===== config.mk =====
export PLATFORM = sky130hd
export DESIGN_NAME = iterative_alu
export DESIGN_NICKNAME = d
export VERILOG_FILES = /design/src/rtl/iterative_alu.sv
export SDC_FILE = /design/constraint.sdc
export NUM_CORES = 1
export LEC_CHECK = 0
export BUFFER_PORTS_ARGS = -buffer_cell sky130_fd_sc_hd__buf_4
export CORE_ASPECT_RATIO = 1.2
export CORE_UTILIZATION = 37
export CTS_CLUSTER_SIZE = 40
export DETAILED_ROUTE_END_ITERATION = 10
export PLACE_DENSITY = 0.68
export SETUP_SLACK_MARGIN = 0.1
export SLEW_MARGIN = 40
export SYNTH_ARGS = -nofsm -noshare
export SYNTH_HDL_FRONTEND = slang
export SYNTH_SLANG_ARGS = --single-unit

===== constraint.sdc =====
create_clock -name clk -period 3.8 [get_ports clk]
set_input_delay 0.76 -clock clk [delete_from_list [all_inputs] [get_ports clk]]
set_output_delay 0.76 -clock clk [all_outputs]
set_load 0.01 [all_outputs]

===== src/rtl/iterative_alu.sv =====
`default_nettype none
// ============================================================================
// Module   : iterative_alu
// Brief    : ALU execution stage; logic/arith ops in one cycle, shifts one
//            bit per cycle, valid/ready handshake on input and output.
// Revision : 1.0 - initial release
// ============================================================================
module iterative_alu #(
    parameter int WIDTH = 32,
    parameter int SHW   = $clog2(WIDTH)
) (
    input  logic             clk,
    input  logic             rst_n,
    input  logic             in_valid,
    output logic             in_ready,
    input  logic [2:0]       ALU_control,
    input  logic [WIDTH-1:0] src_a,
    input  logic [WIDTH-1:0] src_b,
    output logic             out_valid,
    input  logic             out_ready,
    output logic [WIDTH-1:0] alu_result,
    output logic             zero
);

    typedef enum logic [1:0] {
        S_IDLE  = 2'd0,
        S_SHIFT = 2'd1,
        S_DONE  = 2'd2
    } state_t;

    localparam logic [2:0] c_op_add = 3'b000;
    localparam logic [2:0] c_op_sub = 3'b001;
    localparam logic [2:0] c_op_and = 3'b010;
    localparam logic [2:0] c_op_or  = 3'b011;
    localparam logic [2:0] c_op_xor = 3'b100;
    localparam logic [2:0] c_op_slt = 3'b101;
    localparam logic [2:0] c_op_sll = 3'b110;

    state_t           r_state;
    state_t           w_state_nxt;
    logic [WIDTH-1:0] r_shreg;
    logic [WIDTH-1:0] w_shreg_nxt;
    logic [SHW-1:0]   r_count;
    logic [SHW-1:0]   w_count_nxt;
    logic             r_dir_left;
    logic             w_dir_left_nxt;
    logic [WIDTH-1:0] w_result_nxt;
    logic             w_zero_nxt;
    logic [WIDTH-1:0] w_single;
    logic [WIDTH-1:0] w_shifted;
    logic [SHW-1:0]   w_count_dec;
    logic             w_slt;

    assign in_ready  = (r_state == S_IDLE);
    assign out_valid = (r_state == S_DONE);

    assign w_slt       = ($signed(src_a) < $signed(src_b));
    assign w_shifted   = r_dir_left ? (r_shreg << 1) : (r_shreg >> 1);
    assign w_count_dec = r_count - SHW'(1);

    always_comb begin
        w_single = '0;
        case (ALU_control)
            c_op_add: w_single = src_a + src_b;
            c_op_sub: w_single = src_a - src_b;
            c_op_and: w_single = src_a & src_b;
            c_op_or:  w_single = src_a | src_b;
            c_op_xor: w_single = src_a ^ src_b;
            c_op_slt: w_single = {{(WIDTH-1){1'b0}}, w_slt};
            default:  w_single = '0;
        endcase
    end

    always_comb begin
        w_state_nxt    = r_state;
        w_shreg_nxt    = r_shreg;
        w_count_nxt    = r_count;
        w_dir_left_nxt = r_dir_left;
        w_result_nxt   = alu_result;
        w_zero_nxt     = zero;
        case (r_state)
            S_IDLE: begin
                if (in_valid) begin
                    if (ALU_control[2:1] == 2'b11) begin
                        w_dir_left_nxt = (ALU_control == c_op_sll);
                        w_shreg_nxt    = src_a;
                        w_count_nxt    = src_b[SHW-1:0];
                        if (src_b[SHW-1:0] == '0) begin
                            w_result_nxt = src_a;
                            w_zero_nxt   = (src_a == '0);
                            w_state_nxt  = S_DONE;
                        end else begin
                            w_state_nxt  = S_SHIFT;
                        end
                    end else begin
                        w_result_nxt = w_single;
                        w_zero_nxt   = (w_single == '0);
                        w_state_nxt  = S_DONE;
                    end
                end
            end
            S_SHIFT: begin
                w_shreg_nxt = w_shifted;
                w_count_nxt = w_count_dec;
                if (w_count_dec == '0) begin
                    w_result_nxt = w_shifted;
                    w_zero_nxt   = (w_shifted == '0);
                    w_state_nxt  = S_DONE;
                end
            end
            S_DONE: begin
                // Result is taken this cycle; a new request waits for IDLE.
                if (out_ready) begin
                    w_state_nxt = S_IDLE;
                end
            end
            default: w_state_nxt = S_IDLE;
        endcase
    end

    always_ff @(posedge clk) begin
        if (!rst_n) begin
            r_state    <= S_IDLE;
            r_shreg    <= '0;
            r_count    <= '0;
            r_dir_left <= 1'b0;
            alu_result <= '0;
            zero       <= 1'b0;
        end else begin
            r_state    <= w_state_nxt;
            r_shreg    <= w_shreg_nxt;
            r_count    <= w_count_nxt;
            r_dir_left <= w_dir_left_nxt;
            alu_result <= w_result_nxt;
            zero       <= w_zero_nxt;
        end
    end

endmodule
`default_nettype wire


[After elaboration in Yosys (flattened, before gate mapping)]
Index checks and enable logic that the tools add are counted.
Word-level totals
  register bits after elaboration: 73
  input port bits: 71
  output and inout bits: 35
  logic and storage cells: 63
Operators by class
  $add $sub $neg: 3
  order comparisons: 1
  equality and inequality tests: 14
  muxes and demuxes: 24
  bitwise logic cells: 3
  reduce and logical (&&, ||, !) cells: 12
Operators with widths (number)
  $mux 32: 7
  $pmux 32 s6: 1
  $pmux 32 s2: 2
  $logic_not 32->1: 3
  $add 32x32->32: 1
  $and 32x32->32: 1
  $lt 32x32->1: 1
  $or 32x32->32: 1
  $sub 32x32->32: 1
  $xor 32x32->32: 1
  $logic_not 5->1: 2
  $mux 2: 5
  $mux 5: 2
  $pmux 5 s2: 1
  $eq 3x3->1 const B: 3
  $reduce_and 3->1: 3
  $eq 3x2->1 const B: 2
  $pmux 2 s3: 1
  $sub 5x1->5 const B: 1
  $eq 2x2->1 const B: 2
  $mux 1: 4
  $ne 2x1->1 const B: 2
  $ne 2x2->1 const B: 2
  $reduce_and 4->1: 1
  other kinds (7): 7

[Depth between registers and ports, before layout]
  depth in word-level cells: 6
  depth in mapped cells: 15
  gate-level depth less buffers: 15

[Worst setup path before layout]
Ideal clock, no wire load.
  path type: in2reg
  start: input src_a[0]
  end: register zero
  library setup time: 0.096 ns
  arrival: 3.571 ns
  data required time: 3.704 ns
  slack: 0.133 ns
  cell stages on the path: 15
  buffers on the path: 0
  path through: inv_1 ha_1 inv_1 fa_1 nor2b_1 o21ai_1 nand2_1 xor2_1 o221ai_1 or4_1 nor4_2 nand4_1 nor4_1 nand4b_1 o41ai_2
Between the ends
  cells in the longest elaborated chain, start to end: 6
  elaborated cells on any way between the ends: 13
  those cells by class: add/sub (2); order compare (1); mux (5); bitwise (3); reduce/logical (2)
Ends and longest elaborated chain
  from (decl): line 17  | input logic [WIDTH-1:0] src_a,
  $sub 32x32->32 (tied with other cells): line 65  | c_op_sub: w_single = src_a - src_b;
  $pmux 32 s6: line 63  | case (ALU_control)
  $logic_not 32->1: line 97  | w_zero_nxt = (w_single == '0);
  $mux 1 (*): line 84  | if (ALU_control[2:1] == 2'b11) begin
  $mux 1 (*): line 83  | if (in_valid) begin
  $pmux 1 s2 (*): line 81  | case (r_state)
  to (signal assigned): line 135  | zero <= w_zero_nxt;
  to (decl): line 22  | output logic zero
Mark *: on every way between the ends. The rest lies on a longest branch, timed or not. The select of a mux whose other input is x is not followed.
A chain may end at the register's enable or synchronous reset.

[Final worst setup path]
  start: input src_b[12]
  end: register zero
Between the ends
  cells in the longest elaborated chain, start to end: 6
  elaborated cells on any way between the ends: 11
  those cells by class: add/sub (2); order compare (1); mux (4); bitwise (3); reduce/logical (1)
Ends and longest elaborated chain
  from (decl): line 18  | input logic [WIDTH-1:0] src_b,
  $sub 32x32->32 (tied with other cells): line 65
  $pmux 32 s6 (*): line 63
  $logic_not 32->1 (*): line 97
  $mux 1 (*): line 84
  $mux 1 (*): line 83
  $pmux 1 s2 (*): line 81
Marks and branches as above.

==> impl_metrics.ini <==
[clocking]
cts-hold-fix-buffers = 0
cts_buffers = 9
cts_tree = yes
htree_levels = 3
clkTransAtPathRegs_ns = 0.06
cts_buffer_depth = 2
clock_sinks = 73
clockRootBuffer = clkbuf_16
clk_latency_ns = 0.33

[logic_synthesis]
yosysSeqAreaShare_pct = 14.9
synth_ff_type = dfxtp_1
synthTopCellsByArea = dfxtp_1, ha_1, a21oi_1, nor2_1, nand2_1
syn-cell-area_um2 = 9810
synth_top_area_share_pct = 14.9
syn_inst = 1431
syn_nets = 1609
ys_ff_latch = 73
synth_edf_count = 0
async_flop_share_pct = 0
postSynthAreaPerCell_um2 = 6.86
yosys.cell_types.count = 90
netlist.top_cell.by_area = dfxtp_1
yosysWarnings = 0

[route]
routed_wl_um = 43700
vias = 12300
drt_iter0_drc = 947
drc = 0
wl_met2_um = 19900
drt-vias-per-instance = 5.99
wl_per_cell_um = 21.3
m1WireLength_um = 17500
dr_wl_met3_um = 3530
firstDrtPassIters = 5
topRoutingLayerUsed = met5
antenna_left = 0

[worst_setup_path]
cp_max_fo = 8
cp_data_arrival_time_ns = 3.98
crit_required_ns = 4.04
crit_buf_inv = 4
path_class = input port to register
r2r_slack_ns = 0.52
cpMostUsedCell = buf_4
cp-start-kind = input port
crit_slowest_cell = o21ai_0
setup.worst_path.end_class = register
path_delay_family = compound AO/OA/AOI/OAI gates
crit_path_cell_trace = buf_4 -> inv_1 -> ha_1 -> buf_4 -> nor2b_1 -> nor2_1 -> a32oi_1 -> o31a_1 -> a21oi_2 -> buf_4 -> o21ai_0 -> o311a_1 -> nand2_1 -> nor2_1 -> nand4b_1 -> o41ai_2
cpPeakStageDelay_ns = 0.39

[sta]
rsz0062_at_grt = yes
setup_tns_ns = 0
setup_viol = 0
fin_crit_sh_pct = 98.3
fin_ws_ns = 0.0633
drv_slew = 0
relSlewSlack_pct = 50.6
fmax_mhz = 268
period_minus_slack_ns = 3.74
finClkSkew_ns = 0.00912
max_slew.worst_pin.slew_ns = 0.738
hold_violations = 0

[die]
rows = 64
die_w_um = 151
fp.dieArea_um2 = 27200
die_h_um = 180
io_pins = 106
start_util_pct = 38.1
core_area_um2 = 25800

[final_layout]
final_common_cell = buf_4
nets = 1900
multi_input_area_um2 = 7850
regArea_um2 = 1460
area_delta_synth_final_pct = 35.3
fin_area_um2 = 13300
layout_common_cells = buf_4, a21oi_1, nor2_1, nand2_1, ha_1
n_fill_cell = 2592
drive_above_1_share_pct = 27.5
fin_util_pct = 51.5
diodes = 0

[placed_design]
port_buffers = 105
placed_area_um2 = 12700
dp_worst_setup_slack_ns = -0.427
hpwl_um = 35100
routabilityCongestion = 1.00

[pwr]
vdd_ir_drop_max_uv = 264
powerDensity_nw_per_um2 = 282
p_leak_nw = 5.86

[flow_run]
cap_violations = 0

[global_routing]
grt_pass1_wl_um = 67000
grt_pass1_vias = 12000
grt_remaining_overflow = 0
grt_max_degree = 70
grt_use_total_pct = 32.0
antenna_found_initial = 1

[outcome]
status = completed

[hold_path]
hold_path_class = register to register
## through the flow
stage	hold slack, ns	std cells	power (mW)
after detailed placement	0.454	2039	2.75
final	0.460	2056	3.74
after CTS	0.465	2054	3.67
after floorplan	0.437	1431	1.87
after global placement	0.446	2039	2.74
after global routing	0.484	2056	3.94
## registers in the layout, indices dropped and copies added, names as in the netlist
name        cells
alu_result     32
r_dir_left      1
zero            1
r_count         5
r_state         2
r_shreg        32
## worst reg2reg max path: stages, from the launching register on
cell      delay, ns
dfxtp_1        0.41
inv_1          0.07
ha_1           0.23
nand2b_1       0.14
nand4b_1       0.13
o21ai_1        0.33
o211ai_4       0.15
a211o_1        0.32
or4_4          0.44
nor4_4         0.16
nand4_1        0.16
nor4_2         0.28
nand4b_1       0.16
o41ai_2        0.21
## power by group
part	internal, mW	switching (mW)
registers	0.843	0.0623
logic	0.841	1.10
clock network	0.571	0.325
total	2.26	1.49
## area by class of cell
class                      count  area share [%]
sequential                    73            11.0
inverter                     100            2.83
timing repair buffer         378            21.6
tap                          330            3.11
multi-input combinational   1160            59.1
clock inverter                 5           0.613
clock buffer                  10            1.72
## path summary, 6_finish.rpt
path / from / end / cells after the start
setup / recovery: src_b[12] / zero$_SDFFE_PN0P_ / 16
hold / removal: alu_result[31]$_SDFFE_PN0P_ / alu_result[31]$_SDFFE_PN0P_ / 2
setup reg to reg: r_count[0]$_SDFFE_PN0P_ / zero$_SDFFE_PN0P_ / 13
hold reg to reg: alu_result[31]$_SDFFE_PN0P_ / alu_result[31]$_SDFFE_PN0P_ / 2
## what timing repair did
action,4_1_cts,5_1_grt
endpoints found under the setup margin,3,13
resized for setup,17,45
setup buffers,0,2
endpoints found under the hold margin,0,0
pin swaps,0,19
## cells by family (layout without fill, tap and decap cells)
kind of cell / count (synthesis) / count (layout) / synth area share [%]
flops: 73 / 73 / 14.9
simple gates: 484 / 484 / 23.5
buf+inv: 198 / 493 / 7.89
fa+ha+maj: 107 / 107 / 13.8
xor+xnor: 16 / 16 / 1.43
compound gates: 518 / 518 / 34.9
mux: 35 / 35 / 3.63
## synth_stat cells, types with 13 or more instances
master	instances
nor3_1	40
a31oi_1	13
dfxtp_1	73
mux2i_1	30
xnor2_1	13
nor2b_1	18
inv_1	97
nand2_1	138
o21ai_0	96
a21oi_1	172
o211ai_1	46
nand3_1	21
o31ai_1	13
or3_1	13
nand4_1	23
nor4_1	20
a211oi_1	32
clkbuf_1	73
ha_1	105
nor2_1	153
a21o_1	19
## per-layer routing
metal,track usage [%],vias up
li1,-,5780
met2,51.5,590
met3,5.95,166
met4,18.7,2
met1,39.4,5784
met5,0,-
(Power assumes the default switching activity.)
